===== src/rtl/sw_key_io_pkg.sv =====
// sw_key_io_pkg: shared constants, types and helpers for the KEY/SW input device.
// Build option: define KEY_DEBOUNCE_EN to debounce the keys as well as the switches.
package sw_key_io_pkg;

  localparam int unsigned BUS_W = 32;
  localparam int unsigned KEY_W = 4;
  localparam int unsigned SW_W  = 10;

  localparam logic [BUS_W-1:0] ADDR_KDATA = 32'hF000_0010;
  localparam logic [BUS_W-1:0] ADDR_KCTRL = 32'hF000_0110;
  localparam logic [BUS_W-1:0] ADDR_SDATA = 32'hF000_0014;
  localparam logic [BUS_W-1:0] ADDR_SCTRL = 32'hF000_0114;

  localparam int unsigned BIT_READY   = 0;
  localparam int unsigned BIT_OVERRUN = 2;
  localparam int unsigned BIT_IE      = 8;

  typedef enum logic {
    IDLE  = 1'b0,
    COUNT = 1'b1
  } db_state_e;

  // Per-channel control/status bits
  typedef struct packed {
    logic ie;
    logic overrun;
    logic ready;
  } status_t;

  // Status update: a commit beats a concurrent read, and a new overrun beats a clearing write
  function automatic status_t status_next(input status_t          cur,
                                          input logic             commit,
                                          input logic             rd,
                                          input logic             wr,
                                          input logic [BUS_W-1:0] wdata);
    status_t nxt;
    nxt = cur;
    if (wr) begin
      nxt.ie = wdata[BIT_IE];
      if (!wdata[BIT_OVERRUN]) begin
        nxt.overrun = 1'b0;
      end
    end
    if (rd) begin
      nxt.ready = 1'b0;
    end
    if (commit) begin
      nxt.ready = 1'b1;
      if (cur.ready && !rd) begin
        nxt.overrun = 1'b1;
      end
    end
    return nxt;
  endfunction

  // Control register read image
  function automatic logic [BUS_W-1:0] ctrl_word(input status_t st);
    logic [BUS_W-1:0] w;
    w              = '0;
    w[BIT_IE]      = st.ie;
    w[BIT_OVERRUN] = st.overrun;
    w[BIT_READY]   = st.ready;
    return w;
  endfunction

endpackage


===== src/rtl/input_debouncer.sv =====
// input_debouncer: commits a vector once it has held one value for DEBOUNCE_CYCLES
// counted cycles; any change restarts the count, a return to the committed value aborts.
module input_debouncer
  import sw_key_io_pkg::*;
#(
  parameter int unsigned WIDTH           = 10,
  parameter int unsigned DEBOUNCE_CYCLES = 500000
) (
  input  logic             clk,
  input  logic             rst,
  input  logic [WIDTH-1:0] din,
  output logic [WIDTH-1:0] stable,
  output logic             commit_c
);

  localparam int unsigned      CNT_W    = $clog2(DEBOUNCE_CYCLES + 1);
  localparam logic [CNT_W-1:0] CNT_LAST = CNT_W'(DEBOUNCE_CYCLES - 1);

  db_state_e        state_q, state_d;
  logic [WIDTH-1:0] cand_q, cand_d;
  logic [WIDTH-1:0] stable_q, stable_d;
  logic [CNT_W-1:0] cnt_q, cnt_d;

  // Next-state: track a candidate value and count how long it has been held
  always_comb begin
    state_d  = state_q;
    cand_d   = cand_q;
    cnt_d    = cnt_q;
    stable_d = stable_q;
    commit_c = 1'b0;
    case (state_q)
      IDLE: begin
        if (din != stable_q) begin
          cand_d  = din;
          cnt_d   = '0;
          state_d = COUNT;
        end
      end
      COUNT: begin
        if (din != cand_q) begin
          cand_d = din;
          cnt_d  = '0;
        end else if (cand_q == stable_q) begin
          state_d = IDLE;
        end else if (cnt_q == CNT_LAST) begin
          stable_d = cand_q;
          commit_c = 1'b1;
          state_d  = IDLE;
        end else begin
          cnt_d = cnt_q + CNT_W'(1);
        end
      end
      default: begin
        state_d = IDLE;
      end
    endcase
  end

  // State register; reset abandons any count in progress
  always_ff @(posedge clk) begin
    if (rst) begin
      state_q  <= IDLE;
      cand_q   <= '0;
      cnt_q    <= '0;
      stable_q <= '0;
    end else begin
      state_q  <= state_d;
      cand_q   <= cand_d;
      cnt_q    <= cnt_d;
      stable_q <= stable_d;
    end
  end

  assign stable = stable_q;

endmodule


===== src/rtl/sw_key_io.sv =====
// sw_key_io: memory-mapped KEY/SW input device with ready/overrun status and an IRQ.
// Build option: define KEY_DEBOUNCE_EN to pass the keys through their own debouncer;
// otherwise a key change commits the cycle after the synchroniser output changes.
module sw_key_io
  import sw_key_io_pkg::*;
#(
  parameter int unsigned DEBOUNCE_CYCLES = 500000
) (
  input  logic             CLOCK_50,
  input  logic             RESET,
  input  logic [KEY_W-1:0] KEY,
  input  logic [SW_W-1:0]  SW,
  input  logic [BUS_W-1:0] abus,
  input  logic             re,
  input  logic             we,
  input  logic [BUS_W-1:0] dbus_in,
  output logic [BUS_W-1:0] dbus_out,
  output logic             sel,
  output logic             intr
);

  logic [KEY_W-1:0] key_s1_q, key_s1_d, key_s2_q, key_s2_d;
  logic [SW_W-1:0]  sw_s1_q, sw_s1_d, sw_s2_q, sw_s2_d;
  logic [KEY_W-1:0] key_lvl_c;
  logic [KEY_W-1:0] kdata;
  logic             k_commit_c;
  logic [SW_W-1:0]  sdata;
  logic             s_commit_c;
  status_t          k_stat_q, k_stat_d;
  status_t          s_stat_q, s_stat_d;
  logic             intr_q, intr_d;
  logic             rd_kdata_c, rd_sdata_c, wr_kctrl_c, wr_sctrl_c;

  // Keys are active-low on the board; 1 means pressed from here on
  assign key_lvl_c = ~key_s2_q;

`ifdef KEY_DEBOUNCE_EN
  input_debouncer #(
    .WIDTH           (KEY_W),
    .DEBOUNCE_CYCLES (DEBOUNCE_CYCLES)
  ) u_key_db (
    .clk      (CLOCK_50),
    .rst      (RESET),
    .din      (key_lvl_c),
    .stable   (kdata),
    .commit_c (k_commit_c)
  );
`else
  logic [KEY_W-1:0] kdata_q, kdata_d;

  // Undebounced keys commit whenever the synchronised level differs from kdata
  always_comb begin
    k_commit_c = (key_lvl_c != kdata_q);
    kdata_d    = k_commit_c ? key_lvl_c : kdata_q;
  end

  // Key data register
  always_ff @(posedge CLOCK_50) begin
    if (RESET) begin
      kdata_q <= '0;
    end else begin
      kdata_q <= kdata_d;
    end
  end

  assign kdata = kdata_q;
`endif

  input_debouncer #(
    .WIDTH           (SW_W),
    .DEBOUNCE_CYCLES (DEBOUNCE_CYCLES)
  ) u_sw_db (
    .clk      (CLOCK_50),
    .rst      (RESET),
    .din      (sw_s2_q),
    .stable   (sdata),
    .commit_c (s_commit_c)
  );

  // Next-state for synchronisers, status bits and interrupt
  always_comb begin
    key_s1_d   = KEY;
    key_s2_d   = key_s1_q;
    sw_s1_d    = SW;
    sw_s2_d    = sw_s1_q;
    rd_kdata_c = re && (abus == ADDR_KDATA);
    rd_sdata_c = re && (abus == ADDR_SDATA);
    wr_kctrl_c = we && (abus == ADDR_KCTRL);
    wr_sctrl_c = we && (abus == ADDR_SCTRL);
    k_stat_d   = status_next(k_stat_q, k_commit_c, rd_kdata_c, wr_kctrl_c, dbus_in);
    s_stat_d   = status_next(s_stat_q, s_commit_c, rd_sdata_c, wr_sctrl_c, dbus_in);
    intr_d     = (k_stat_q.ie && k_stat_q.ready) || (s_stat_q.ie && s_stat_q.ready);
  end

  // Registers; synchronisers reset to the idle pin levels
  always_ff @(posedge CLOCK_50) begin
    if (RESET) begin
      key_s1_q <= '1;
      key_s2_q <= '1;
      sw_s1_q  <= '0;
      sw_s2_q  <= '0;
      k_stat_q <= '0;
      s_stat_q <= '0;
      intr_q   <= 1'b0;
    end else begin
      key_s1_q <= key_s1_d;
      key_s2_q <= key_s2_d;
      sw_s1_q  <= sw_s1_d;
      sw_s2_q  <= sw_s2_d;
      k_stat_q <= k_stat_d;
      s_stat_q <= s_stat_d;
      intr_q   <= intr_d;
    end
  end

  // Address decode and read mux, combinational from the registers
  always_comb begin
    dbus_out = '0;
    sel      = 1'b0;
    case (abus)
      ADDR_KDATA: begin
        sel      = 1'b1;
        dbus_out = BUS_W'(kdata);
      end
      ADDR_SDATA: begin
        sel      = 1'b1;
        dbus_out = BUS_W'(sdata);
      end
      ADDR_KCTRL: begin
        sel      = 1'b1;
        dbus_out = ctrl_word(k_stat_q);
      end
      ADDR_SCTRL: begin
        sel      = 1'b1;
        dbus_out = ctrl_word(s_stat_q);
      end
      default: begin
        dbus_out = '0;
        sel      = 1'b0;
      end
    endcase
  end

  assign intr = intr_q;

endmodule


===== config.mk =====
export PLATFORM = sky130hd
export DESIGN_NAME = sw_key_io
export DESIGN_NICKNAME = d
export VERILOG_FILES = /design/src/rtl/sw_key_io_pkg.sv /design/src/rtl/input_debouncer.sv /design/src/rtl/sw_key_io.sv
export SDC_FILE = /design/constraint.sdc
export NUM_CORES = 1
export LEC_CHECK = 0
export BUFFER_PORTS_ARGS = -buffer_cell sky130_fd_sc_hd__buf_2
export CAP_MARGIN = 20
export CELL_PAD_IN_SITES_DETAIL_PLACEMENT = 0
export CELL_PAD_IN_SITES_GLOBAL_PLACEMENT = 1
export CORE_MARGIN = 1
export CORE_UTILIZATION = 39
export CTS_BUF_LIST = sky130_fd_sc_hd__clkbuf_4 sky130_fd_sc_hd__clkbuf_8
export DETAILED_ROUTE_END_ITERATION = 12
export HOLD_SLACK_MARGIN = 0.15
export MAX_ROUTING_LAYER = met4
export PLACE_DENSITY = 0.81
export SLEW_MARGIN = 20
export SYNTH_ARGS = -nofsm -noshare
export SYNTH_HDL_FRONTEND = slang
export SYNTH_SLANG_ARGS = --single-unit

===== constraint.sdc =====
create_clock -name CLOCK_50 -period 2.2 [get_ports CLOCK_50]
set_input_delay 0 -clock CLOCK_50 [delete_from_list [all_inputs] [get_ports CLOCK_50]]
set_output_delay 0 -clock CLOCK_50 [all_outputs]
set_load 0.05 [all_outputs]

==> key figures <==
Logic synthesis
  – Simple-gate share of the synthesized area: 0.2444
  – EDFF count, synth: 0
  – XOR/XNOR share of the synthesized area: 0.07979
  – Seq cells post-synth: 79
  – Mux contribution to synthesized area: 0.04995
  – Syn_area_per_cell: 9.170 um^2
  – Synth Instances: 407
  – Post-Synth Adder-Cell Area: 0.003352
  – Syn. warnings: 0
  – Main combinational cell family by area after synthesis: simple AND/OR/NAND/NOR gates
  – Cell Area, Synth: 3732 um^2
  – Post-synth cell types: 53
  – Synth Flop Type: dfxtp_1
  – Register area share after synthesis: 0.4237
  – Async SR Flop Fraction: 0
  – Post-synthesis compound-gate area fraction: 0.1180

Clock tree
  – H-tree levels: 3
  – CTS max path bufs: 2
  – CTS Sinks: 79
  – Root Buffer: clkbuf_8
  – CTS tree: done
  – CTS Buf Count: 9
  – Clock latency on the worst-skew pair: 0.36 ns
  – Worst-path clk slew: around 0.090 ns

Placed design
  – Post-DP HPWL: 5645 um
  – GPL Wtd Cong: ~0.81
  – Input/output buffers: 63

Hold path
  – Worst hold stages: 6
  – WHS Endpoint: s_stat_q[1]
  – Hold_sp: abus[27]
  – Worst hold path class: input pin to flop

Timing
  – Slew Limit Fails: 0
  – Fmax: 498.3 MHz
  – Tcrit/Tclk final: 0.9123
  – Setup violations, final: 0
  – Clk_skew: 0.009560 ns
  – Crit path time final: 2.007 ns
  – Endpoints failing hold: 0
  – Hold slack final: 0.3035 ns

Global routing
  – Overflow after GRT: 0
  – Grt met3 use: 0.03412
  – GR Util All Layers: 0.1740
  – Vias in the first global route: between 2000 and 3000
  – Initial antenna violation count: 0
  – Met1 usage: 0.2074
  – Largest net degree at the start of global routing: 50
  – First-pass GRT wire length: 13390 um
  – Global route hottest layer: met2
  – GR Util met2: 0.2923

Pwr
  – Pwr Density: roughly 650 nW/um^2
  – Overall power: 3041 uW
  – Worst ir drop on vdd: 0.4410 mV
  – Leakage power: 0.001953 uW

Drt
  – TritonRoute pass-1 iters: 4
  – DRT antenna net count: 0
  – DR vias: 3044
  – DRC Markers: 0
  – DRT Wirelength: 7867 um
  – Via density: 4.779
  – Avg WL per Cell: 12.35 um
  – Initial DRC count: 111

Die
  – Die Wd: between 90 and 100 um
  – DIE HEIGHT: around 100 um
  – FP Rows: 35
  – Total die area: about 10000 um^2
  – Io pins: 116
  – Core area: 9240 um^2
  – Initial Util: 0.4039

Finish
  – Fin nets: 586
  – N_diodes: 0
  – Share of layout cells above drive strength 1: 0.2323
  – Area delta synth->final: 24.47%
  – Fill cells: about 900

Critical path
  – Startpoint Class: flop
  – CP endpoint kind: flop
  – WP data required: 2.46 ns
  – Worst Reg-to-Reg Cells: 7
  – Capturing point of the worst reg2reg path: u_sw_db.cnt_q[13]
  – Arrival @ worst endpoint: ~2.3 ns
  – Crit path from: u_sw_db.cand_q[6]
  – Crit path max fanout: 12
  – Internal reg-to-reg setup slack: 0.19 ns
  – R2r startpoint: u_sw_db.cand_q[6]
  – Critical path class: flop to flop

Run status
  – Status: complete, no violations

Run
  – Max-cap violations: 0
==> cell type report <==
type,instances,area [um^2],share of cell area
multi-input cells,298,1967,0.4234
flip-flops and latches,79,1582,0.3404
repair buffers,100,665.6,0.1433
well taps,129,161.4,0.03474
clock buffers,10,137.6,0.02963
clock inverters,6,76.32,0.01643
inverters,15,56.30,0.01212
==> cell families (layout without fill, tap and decap cells) <==
logic type	Yosys count	count (layout)
xor+xnor	34	34
fa+ha+maj	1	1
simple gates	170	170
flops	79	79
compound gates	55	55
buf+inv	51	131
mux	16	16
other cells	1	22
==> per-stage QoR <==
step           area (um^2)  utilization  setup TNS [ns]  instances  setup WS, ns
4_1_cts               4603       0.4982               0        636       0.07248
6_report              4646       0.5028               0        637        0.1930
5_1_grt               4646       0.5028        -0.01437        637     -0.008617
2_1_floorplan         3811            -               0        428        0.2479
3_5_place_dp          4149       0.4490               0        596        0.1438
3_3_place_gp          4149       0.4490               0        596        0.1997
==> critical path: stages, from the launching register on <==
cell and delay [ns]:
dfxtp_1 0.42, xnor2_1 0.16, nand4_1 0.25, or3_4 0.44, a221oi_2 0.25, buf_4 0.23, nand2_1 0.07, o311ai_1 0.08
==> per-layer routing <==
metal	routed length, um	up-vias	share of wire
li1	-	1566	-
met2	4022	42	0.51
met1	3563	1423	0.45
met4	115	0	0.015
met3	166	13	0.021
met5	0	-	0
==> state kept, by name (all words and copies together) (netlist names) <==
name	flops
u_sw_db.stable	10
k_stat_q	3
sw_s2_q	10
sw_s1_q	10
intr	1
key_s2_q	4
key_s1_q	4
u_sw_db.cnt_q	19
u_sw_db.state_q	1
s_stat_q	3
u_sw_db.cand_q	10
kdata	4
==> how the worst max path moves through the flow <==
stage	slack (ns)	endpoint	cells after the start
global placement	0.20	u_sw_db.cnt_q[10]	7
floorplan	0.25	dbus_out[1]	6
global route	-0.009	u_sw_db.cnt_q[14]	7
CTS	0.07	u_sw_db.cnt_q[14]	7
detailed placement	0.14	u_sw_db.cnt_q[14]	7
finish	0.19	u_sw_db.cnt_q[13]	7
==> cells in the final DEF (no fill, tap or decap), drive strengths merged, types with 3 or more instances in the layout <==
cell / n
nor3: 6
nand2: 38
buf: 76
nor4: 11
dfxtp: 79
or2: 10
and2: 5
nand3: 27
mux2i: 13
nand4: 7
o21ai: 6
nor2: 27
xnor2: 16
or3: 6
o211ai: 4
o311ai: 7
inv: 18
dlygate4sd3: 24
clkbuf: 10
conb: 22
a21oi: 19
nor3b: 3
nor2b: 21
xor2: 18
o32ai: 5
a22oi: 3
==> cells in the mapped netlist (3+ instances only) <==
library cell / instances / share of area
xnor2_1: 16 / 0.038
o211ai_1: 4 / 0.0080
dfxtp_1: 79 / 0.42
mux2i_1: 13 / 0.035
o311ai_1: 6 / 0.014
and2_1: 5 / 0.0084
buf_4: 24 / 0.048
nor3_1: 5 / 0.0067
or2_2: 7 / 0.012
or3_1: 6 / 0.010
clkbuf_1: 9 / 0.0091
inv_1: 14 / 0.014
xor2_1: 18 / 0.042
nand4_1: 6 / 0.010
o32ai_2: 5 / 0.022
nand3_1: 26 / 0.035
a21oi_1: 19 / 0.025
or2_1: 3 / 0.0050
nor3b_1: 3 / 0.0060
nor2b_1: 21 / 0.035
nand2_1: 38 / 0.038
nor2_1: 27 / 0.027
nor4_1: 10 / 0.017
o21ai_1: 4 / 0.0054
==> power by group <==
group / internal (uW) / switching, uW
combinational: 162 / 245
sequential: 1470 / 29.3
clock: 575 / 561
total: 2210 / 836
==> timing repair <==
| item | 4_1_cts | 5_1_grt |
|---|---|---|
| buffers inserted | 0 | 1 |
| resized for setup | 0 | 5 |
| hold buffers | 24 | 0 |
| endpoints found under the setup margin | 0 | 22 |
| endpoints found under the hold margin | 32 | 0 |
(Power assumes the default switching activity.)
